## src/rtl/bus_rr_sched.sv

```systemverilog
// bus_rr_sched: round-robin scheduler moving one packet per transfer from driver FIFOs to receiver FIFOs.
// Optional BUS_STATS_EN adds saturating delivered/dropped packet counters.
module bus_rr_sched #(
  parameter int DRVRS = 4,
  parameter int PCKG_SZ = 16,
  parameter int ID_W = 8,
  parameter logic [ID_W-1:0] BROAD = 8'hFF
) (
  input  logic                       clk,
  input  logic                       reset,
  input  logic [DRVRS-1:0]           pndng,
  input  logic [DRVRS*PCKG_SZ-1:0]   D_pop,
  output logic [DRVRS-1:0]           pop,
  output logic [DRVRS-1:0]           push,
  output logic [PCKG_SZ-1:0]         D_push,
  output logic [$clog2(DRVRS)-1:0]   grant_id,
`ifdef BUS_STATS_EN
  output logic [15:0]                pkt_cnt,
  output logic [15:0]                drop_cnt,
`endif
  output logic                       busy
);
  localparam int GW = $clog2(DRVRS);
  localparam logic [1:0] IDLE = 2'd0, POP = 2'd1, PUSH = 2'd2;
  logic [1:0] state;
  logic [GW-1:0] win;
  logic [PCKG_SZ-1:0] head;
  logic [ID_W-1:0] dest;
  logic [DRVRS-1:0] self, route;
  // Scanning from the farthest candidate down lets the nearest requester after grant_id win.
  always_comb begin
    win = grant_id;
    for (int k = DRVRS; k >= 1; k--)
      if (pndng[(int'(grant_id) + k) % DRVRS]) win = GW'((int'(grant_id) + k) % DRVRS);
  end
  assign head = D_pop[grant_id*PCKG_SZ +: PCKG_SZ];
  assign dest = head[PCKG_SZ-1 -: ID_W];
  assign self = DRVRS'(1) << grant_id;
  // Out-of-range destinations shift the bit off the top, so they drop along with self-addressed ones.
  assign route = dest == BROAD ? ~self : (DRVRS'(1) << dest) & ~self;
  always_ff @(posedge clk or negedge reset) begin
    if (!reset) begin
      state <= IDLE;
      pop <= '0;
      push <= '0;
      D_push <= '0;
      busy <= 1'b0;
      grant_id <= GW'(DRVRS - 1);
    end else begin
      pop <= '0;
      push <= '0;
      case (state)
        IDLE: if (|pndng) begin
          grant_id <= win;
          pop <= DRVRS'(1) << win;
          busy <= 1'b1;
          state <= POP;
        end
        POP: begin
          D_push <= head;
          push <= route;
          state <= PUSH;
        end
        default: begin
          busy <= 1'b0;
          state <= IDLE;
        end
      endcase
    end
  end
`ifdef BUS_STATS_EN
  always_ff @(posedge clk or negedge reset) begin
    if (!reset) begin
      pkt_cnt <= '0;
      drop_cnt <= '0;
    end else if (state == PUSH) begin
      if (|push) pkt_cnt <= pkt_cnt == 16'hFFFF ? pkt_cnt : pkt_cnt + 16'd1;
      else drop_cnt <= drop_cnt == 16'hFFFF ? drop_cnt : drop_cnt + 16'd1;
    end
  end
`endif
endmodule

```

## config.mk

```make
export PLATFORM = sky130hd
export DESIGN_NAME = bus_rr_sched
export DESIGN_NICKNAME = d
export VERILOG_FILES = /design/src/rtl/bus_rr_sched.sv
export SDC_FILE = /design/constraint.sdc
export NUM_CORES = 1
export LEC_CHECK = 0
export BUFFER_PORTS_ARGS = -buffer_cell sky130_fd_sc_hd__buf_2
export CAP_MARGIN = 30
export CELL_PAD_IN_SITES_DETAIL_PLACEMENT = 0
export CELL_PAD_IN_SITES_GLOBAL_PLACEMENT = 1
export CORE_ASPECT_RATIO = 1.75
export CORE_UTILIZATION = 35
export DETAILED_ROUTE_END_ITERATION = 6
export PLACE_DENSITY_LB_ADDON = 0.1
export SYNTH_ARGS = -nofsm -noshare
export SYNTH_HDL_FRONTEND = slang
export SYNTH_SLANG_ARGS = --single-unit
export TNS_END_PERCENT = 50
```

## constraint.sdc

```tcl
create_clock -name clk -period 4.3 [get_ports clk]
set_input_delay 0.43 -clock clk [delete_from_list [all_inputs] [get_ports clk]]
set_output_delay 0.43 -clock clk [all_outputs]
set_load 0.01 [all_outputs]
```

# After elaboration in Yosys (flattened, before gate mapping)
# Cells that the tools add are included.
[totals] word_cells=60 output_inout_bits=27 inputBits=70 reg_bits=29
[op_classes] order_cmp=4 n_addsub=4 muxes=24 n_shift=4 n_reduce_logical=8 bitwise=7 n_eq_ne=3
[op_table] operator="variable part select 64 x 7 -> 16 bit" count=1
[op_table] operator="< comparator 3 x 4 -> 1 bit, second input constant" count=4
[op_table] operator="two-way mux 4 bit" count=4
[op_table] operator="two-way mux 2 bit" count=5
[op_table] operator="two-way mux 1 bit" count=9
[op_table] operator="binary-select mux 1 bit (select 2 bit)" count=4
[op_table] operator="== test 8 bit, second input constant" count=1
[op_table] operator="OR reduction 2 bit" count=4
[op_table] operator="<< shifter 1 x 2 -> 4 bit, first input constant" count=2
[op_table] operator="<< shifter 1 x 8 -> 4 bit, first input constant" count=1
[op_table] operator="adder 2 x 1 -> 2 bit, second input constant" count=2
[op_table] operator="adder 2 bit, second input constant" count=2
[op_table] operator="AND 1 bit, first input constant" count=4
[op_table] operator="AND 4 bit" count=1
[op_table] operator="NOT 4 bit" count=1
[op_table] operator="case mux 2 bit (2 select lines)" count=1
[op_table] operator="AND reduction 2 bit" count=2
[op_table] operator="OR reduction 4 bit" count=1
[op_table] operator="== test 2 x 1 -> 1 bit, second input constant" count=1
[op_table] operator="logical NOT 2 bit" count=1
[op_table] operator="inequality test 2 bit, second input constant" count=1
[op_table] operator="case mux 1 bit (2 select lines)" count=1
[op_table] operator="NOT 1 bit" count=1

# Depth between registers and ports, before layout
# Gate-level depths: netlist (run 1).
[depth] ltp_word=13 mapped_depth=9 mapped_depth_nobuf=6

# Worst setup path after synthesis (run 1)
# Ideal clock, no wire load.
[synth_timing] path_kind="register to register" start="reg grant_id[0]" end="reg pop[1]" path_stages_with_launch=10 path_buffers=3 required_time_ns=4.180 synth_period_minus_slack_ns=2.697 setup_time_ns=0.120 arrival_time_ns=2.577 slack_ns=1.603 path_cell_list="dfstp_2 > buf_6 > buf_6 > buf_2 > inv_1 > ha_1 > mux4_2 > nor2b_1 > or3_1 > and4_1"
[synth_between] elab_chain_len=11 word_cells_on_any_way=23
[synth_rtl] element="start, declared" line="16" rtl="output logic [$clog2(DRVRS)-1:0] grant_id,"
[synth_rtl] element="start signal, assigned" line="48" rtl="grant_id <= GW'(DRVRS - 1);"
[synth_rtl] element="start signal, assigned" line="54" rtl="grant_id <= win;"
[synth_rtl] element="adder 2 x 1 -> 2 bit" line="34" rtl="if (pndng[(int'(grant_id) + k) % DRVRS]) win = GW'((int'(grant_id) + k) % DRVRS);"
[synth_rtl] element="binary-select mux 1 bit (select 2 bit)" line="34"
[synth_rtl] element="two-way mux 1 bit (not written as such) (2 in series)" line="34"
[synth_rtl] element="two-way mux 2 bit (3 in series)" line="34"
[synth_rtl] element="two-way mux 2 bit *" line="34"
[synth_rtl] element="<< shifter 1 x 2 -> 4 bit *" line="55" rtl="pop <= DRVRS'(1) << win;"
[synth_rtl] element="two-way mux 4 bit *" line="53" rtl="IDLE: if (|pndng) begin"
[synth_rtl] element="two-way mux 4 bit *" line="52" rtl="case (state)"
[synth_rtl] element="end signal, assigned" line="55"
[synth_rtl] element="end, declared" line="13" rtl="output logic [DRVRS-1:0] pop,"
# Mark *: on every way between the ends. The rest lies on a longest branch, timed or not. The select of a mux whose other input is x is not followed.
# A chain may end at the register's enable or synchronous reset.

# Worst setup path in the final report (run 1)
[layout_timing] start="reg grant_id[1]" end="reg pop[1]"
# Same word-level chain as after synthesis.

==> results of run 1 <==
## cells by family (layout without fill, tap and decap cells)
family / count (synthesis) / count (layout)
AOI/OAI and AO/OA: 15 / 15
xor gates and xnor gates: 1 / 1
adders and majority gates: 4 / 4
buffers and inverters: 13 / 110
DFF: 29 / 29
muxes: 20 / 20
and+or+nand+nor: 75 / 75
## where the power goes
part	total (µW)	internal [µW]	switching, µW
Sequential	511	397	114
Clock	285	189	96.2
Combinational	879	410	469
Total	1670	996	678
## layout by cell type, fill, tap and decap left out, drive strengths merged, types with 2 or more instances in the layout
cell    netlist  layout
buf           6      97
mux4         19      19
o21ai         5       5
dfrtp        27      27
nand4         3       3
nor2b         2       2
dfstp         2       2
inv           4       4
nand2        53      53
nand3         2       2
nor4          2       2
clkbuf        2       7
ha            4       4
nand4b        2       2
nor2          4       4
nand2b        3       3
a211oi        5       5
## per-stage QoR
| step | power (µW) | area, µm² | util | instances |
|---|---|---|---|---|
| finish | 1670 | 2400 | 0.486 | 308 |
| global route | 1810 | 2400 | 0.486 | 308 |
| CTS | 1700 | 2400 | 0.486 | 308 |
| detailed placement | 1410 | 2280 | 0.463 | 300 |
| global placement | 1400 | 2280 | 0.463 | 300 |
| floorplan | 1160 | 1780 | - | 157 |
## final timing paths
path	cells after the start	to	slack, ns
setup / recovery	6	pop[1]	1.65
hold / removal	1	D_push[11]	0.18
setup reg to reg	6	pop[1]	1.65
hold reg to reg	2	D_push[9]	0.47
max in group asynchronous	1	pop[0]	3.69
min in group clk	2	D_push[9]	0.47
## worst max-delay path: cells and delay by family, from the launching register on
kind | cells | cell delay, ns
DFF | 1 | 0.86
and+or+nand+nor | 3 | 0.77
adders and majority gates | 1 | 0.43
muxes | 1 | 0.32
buffers and inverters | 1 | 0.16
## cell type report
cell class                 count  area (µm²)  area share
multi-input combinational    115         981       0.409
clock inverter                 1        30.0      0.0125
clock buffer                   7        86.3      0.0360
inverter                       5        18.8     0.00782
timing repair buffer          97         488       0.203
sequential                    29         728       0.303
tap                           54        67.6      0.0282
## metal layers
metal | up-vias | track usage | share of wire
met3 | 4 | 0.0390 | 0.030
met5 | - | 0 | 0
met2 | 32 | 0.360 | 0.60
met1 | 748 | 0.176 | 0.36
met4 | 0 | 0.0528 | 0.014
li1 | 758 | - | -
## sequential cells by signal, summed over array words and instances, names as in the netlist
signal,flops
state,2
D_push,16
grant_id,2
push,4
busy,1
pop,4
==> results by group, run 1 <==
Layout
  • ANT cells: 0
  • Layout cells sized above 1: 0.516
  • Final Net Count: 327
  • Area growth syn-to-layout: 35.2%
  • Fillers: 503

Timing
  • FMAX: 378 MHz
  • Tmin final: 2.65 ns
  • Endpoints failing setup: 0
  • RSZ-0062 raised after global routing: no
  • Worst hold margin: 0.182 ns
  • Max transition margin: 0.430
  • Worst Skew: 0.00441 ns
  • Slew at the pin closest to its max-slew limit: 0.856 ns
  • Period utilization: 0.616
  • Final setup margin: between 1.5 and 2 ns
  • Setup TNS: 0 ns
  • Pins Over Slew Limit: 0
  • Fin. Hold Viols: 0

Synth
  • Largest family of logic cells by synthesized area: multiplexers
  • #FFs+latches synth: 29
  • Yosys top cell area share: 0.381
  • Synthesized Nets: 231
  • Post-synthesis sequential area ratio: 0.410
  • Most frequent cell after synthesis: nand2_1
  • Post-synth cell types: 33
  • Synth area leaders: dfrtp_1 (38%), mux4_2 (22%), nand2_1 (11%)
  • Post-Syn Area: 1780 µm²
  • Post-synthesis xor/xnor area fraction: 0.00493
  • Largest area contributor in the netlist: dfrtp_1
  • Syn Inst Count: 157
  • Ys Warns: 0
  • Post-synthesis adder-cell area fraction: 0.0282
  • Simple-gate area share of the yosys netlist: 0.195
  • Synth Area per Inst: 11.3 µm²
  • Synth async-reset ratio: 1.00
  • Post-synth EDFFs: 0
  • Mux contribution to synthesized area: 0.251
  • Synth Area in Compound Gates: 0.0740
  • Commonest cells in the netlist: nand2_1 (53), dfrtp_1 (27), mux4_2 (17), a211oi_2 (5), o21ai_0 (5)
  • Ys flop type: dfrtp_1

Global route
  • Antenna violations before repair: 0
  • First-pass GRT wire length: 7170 µm
  • Largest net degree at the start of global routing: 30
  • Number of global-route vias before repair: 1537
  • GRT overflow: 0
  • GR Util All Layers: 0.177

Critical path
  • Crit path largest cell delay: ~0.86 ns
  • Slowest CP cell: dfstp_2
  • CP Data Arrival Time: 2.80 ns
  • Crit. Startpoint: grant_id[1]
  • Crit-path max FO: 23
  • FF-to-FF Start: grant_id[1]
  • Startpoint Class: flip-flop
  • Critical-path cell list: inv_1, ha_1, mux4_2, nor2b_1, or3_1, and4_1
  • Crit. End Element: flip-flop
  • Worst setup path category: reg2reg
  • CP Data Required Time: approximately 4.5 ns

Job
  • Max_cap viols: 0

Floorplan
  • Core area: 4930 µm²
  • Die W: 55.8 µm
  • IO Count: 97
  • Total die area: around 5400 µm²
  • # rows: 34
  • Initial cell density of the core: 0.360
  • Die Height: 96.2 µm

Routing
  • Total wire length: 4610 µm
  • DR pass1 iterations: 4
  • Initial DRC count: 35
  • Routed len/inst: around 15 µm
  • Via density per instance: about 5.0
  • Final ANT Viol Nets: 0
  • Vias: roughly 1500
  • # DRC: 0

Clock tree
  • Post-cts hold buffer count: 0
  • Clk sinks: 29
  • Setup Buffers After CTS: 0
  • Root Buffer: clkbuf_8
  • Worst-Skew Late Latency: 0.27 ns
  • CTS tree: done
  • CTS Buffer Depth: 2
  • Worst-path clk slew: 0.06 ns
  • Resized cells post-CTS: 0
  • Number of CTS-inserted buffers: 5
  • CTS H-tree lvls: 2

Outcome
  • Status: finished, final reports clean

Placement
  • # port buffers: 96
  • Post-place setup slack: 1.66 ns
  • Post-DP HPWL: ~3600 µm
  • Global placement routability congestion: 0.760

Power and ir drop
  • Leakage power figure: 0.00124 µW
  • Pwr Density: around 700 nW/µm²
  • VDD IR-drop max: 0.481 mV

Hold path
  • HP Class: in2async
No activity file was read; power rests on OpenSTA's default activity.
==> run 2: changes to the inputs <==
Settings changed: CORE_UTILIZATION 35 to 30.
Clock period 4.3 ns to 2.4 ns, I/O delays scaled along.
==> results by group, run 2 (synthesis gave the netlist of run 1 again) <==
Placement
  • # port buffers: 96 (unchanged)
  • Post-DP HPWL: 4010 µm (was 3590 µm)
  • Area of placed instances: 2360 µm² (was 2280 µm²)
  • Global placement routability congestion: 0.806 (was 0.760)

Routing
  • # DRC: 0 (unchanged)
  • Final ANT Viol Nets: 0 (unchanged)
  • Initial DRC count: 41 (was 35)
  • DR pass1 iterations: 4 (unchanged)
  • Via density per instance: 4.71 (was 5.01)
  • Total wire length: 5020 µm (was 4610 µm)
  • Vias: 1574 (was 1542)
  • Routed len/inst: 15.0 µm (about the same)

Layout
  • Fillers: 589 (was 503)
  • Register Area: 728 µm² (unchanged)
  • Area growth syn-to-layout: 39.5% (was 35.2%)
  • Largest regs: D_push x16, pop x4, push x4 (unchanged)
  • Max reg flops: 16 (unchanged)
  • ANT cells: 0 (unchanged)
  • Layout cells sized above 1: 0.535 (was 0.516)
  • Commonest cells after routing, fill and taps aside: buf_2 (96), nand2_1 (53), dfrtp_1 (27) (unchanged)
  • Largest Register: D_push (unchanged)
  • Multi-input combinational cell area: 1000 µm² (was 981 µm²)
  • Final Instance Area: 2480 µm² (was 2400 µm²)
  • Final Net Count: 331 (was 327)
  • Commonest non-fill, non-tap cell in the layout: buf_2 (unchanged)

Timing
  • RSZ-0062 raised after global routing: no (unchanged)
  • Max transition margin: 0.574 (was 0.430)
  • Setup TNS: 0 ns (unchanged)
  • FMAX: 448 MHz (was 378 MHz)
  • Worst Skew: 0.00429 ns (was 0.00441 ns)
  • Fin. Hold Viols: 27 (was 0)
  • Worst hold margin: -0.0129 ns (was 0.182 ns)
  • Slew at the pin closest to its max-slew limit: 0.639 ns (was 0.856 ns)
  • Tmin final: 2.23 ns (was 2.65 ns)
  • Pins Over Slew Limit: 0 (unchanged)
  • Period utilization: 0.930 (was 0.616)
  • Endpoints failing setup: 0 (unchanged)

Floorplan
  • Total die area: 6240 µm² (was 5370 µm²)
  • IO Count: 97 (unchanged)
  • Initial cell density of the core: 0.315 (was 0.360)
  • Die Height: 104 µm (was 96.2 µm)
  • Core area: 5630 µm² (was 4930 µm²)
  • Die W: 60.2 µm (was 55.8 µm)
  • # rows: 36 (was 34)

Clock tree
  • CTS H-tree lvls: 2 (unchanged)
  • Worst-Skew Late Latency: 0.27 ns (about the same)
  • Worst-path clk slew: 0.06 ns (about the same)
  • Setup Buffers After CTS: 0 (unchanged)
  • Number of CTS-inserted buffers: 5 (unchanged)
  • Clk sinks: 29 (unchanged)
  • Root Buffer: clkbuf_8 (unchanged)
  • CTS tree: done (unchanged)
  • CTS Buffer Depth: 2 (unchanged)
  • Post-cts hold buffer count: 0 (unchanged)
  • Resized cells post-CTS: 0 (unchanged)

Critical path
  • Worst setup path category: reg2reg (unchanged)
  • Critical R2R Capture: pop[1] (unchanged)
  • Depth of the most critical reg-to-reg path: 6 (unchanged)
  • CP Data Required Time: 2.56 ns (was 4.46 ns)
  • Crit. End Element: flip-flop (unchanged)
  • Crit-path max FO: 12 (was 23)
  • FF-to-FF Start: grant_id[0] (was grant_id[1])
  • Startpoint Class: flip-flop (unchanged)
  • R2R setup slack: 0.17 ns (was 1.65 ns)
  • CP Data Arrival Time: 2.39 ns (was 2.80 ns)

Power and ir drop
  • Comb pwr share: 0.561 (was 0.525)
  • PnR Total Power: 3110 µW (was 1670 µW)
  • Sw Share: 0.402 (was 0.405)
  • P_int: 1860 µW (was 996 µW)
  • Leakage power figure: 0.00126 µW (was 0.00124 µW)
  • Seq pwr share: 0.274 (was 0.305)
  • Pwr Density: 1260 nW/µm² (was 698 nW/µm²)
  • VDD IR-drop max: 0.599 mV (was 0.481 mV)
  • Clock power share: 0.166 (was 0.170)
  • Net Switching: 1250 µW (was 678 µW)

Outcome
  • Status: complete, but fails checks (was finished, final reports clean)
  • Failing checks: hold timing

Global route
  • GR Util All Layers: 0.180 (was 0.177)
  • Largest net degree at the start of global routing: 30 (unchanged)
  • Antenna violations before repair: 0 (unchanged)
  • Number of global-route vias before repair: 1717 (was 1537)
  • GRT overflow: 0 (unchanged)
  • First-pass GRT wire length: 8420 µm (was 7170 µm)

Hold path
  • HP Class: in2async (unchanged)

Job
  • Max_cap viols: 0 (unchanged)
run 2: cell count changes in the layout (fill, tap and decap cells not counted), sizes merged:
cell and change:
buf +4
run 2: layout make-up:
type                       count  area share
clock buffer                   7      0.0348
clock inverter                 1      0.0121
inverter                       5     0.00758
multi-input combinational    115       0.404
sequential                    29       0.294
tap                           76      0.0384
timing repair buffer         101       0.209
run 2: how the worst max path moves through the flow:
| stage | slack (ns) | startpoint | endpoint | depth (start not counted) |
|---|---|---|---|---|
| final | 0.17 | grant_id[0] | pop[1] | 6 |
| after floorplan | 0.003 | grant_id[0] | pop[1] | 9 |
| after global placement | 0.21 | grant_id[0] | pop[1] | 6 |
| after global routing | 0.02 | grant_id[0] | pop[1] | 6 |
| after detailed placement | 0.17 | grant_id[0] | pop[1] | 6 |
| after CTS | 0.17 | grant_id[0] | pop[1] | 6 |
run 2: per-stage QoR:
stage	util	cells	worst slack (ns)
detailed placement	0.419	326	0.170
finish	0.440	334	0.168
global placement	0.419	326	0.206
floorplan	-	157	0.00301
global route	0.440	334	0.0230
CTS	0.440	334	0.167
run 2: per-layer routing:
| layer | share of wire | vias up | GRT usage | wire length, µm |
|---|---|---|---|---|
| li1 | - | 770 | - | - |
| met1 | 0.33 | 757 | 0.176 | 1680 |
| met2 | 0.62 | 41 | 0.350 | 3120 |
| met3 | 0.030 | 6 | 0.0250 | 150 |
| met4 | 0.013 | 0 | 0.0648 | 65 |
| met5 | 0 | - | 0 | 0 |
run 2: critical path, cell delays in order, from the launching register on:
cell	delay, ns
dfstp_2	0.74
inv_2	0.09
ha_4	0.32
mux4_2	0.29
nor2b_4	0.15
or3_1	0.33
and4_1	0.19
run 2: power groups by stage:
stage	clock network (µW)	logic [µW]	registers [µW]
detailed placement	0	1770	863
global route	555	1970	886
finish	516	1740	851
floorplan	0	1250	908
global placement	0	1770	860
CTS	535	1780	856
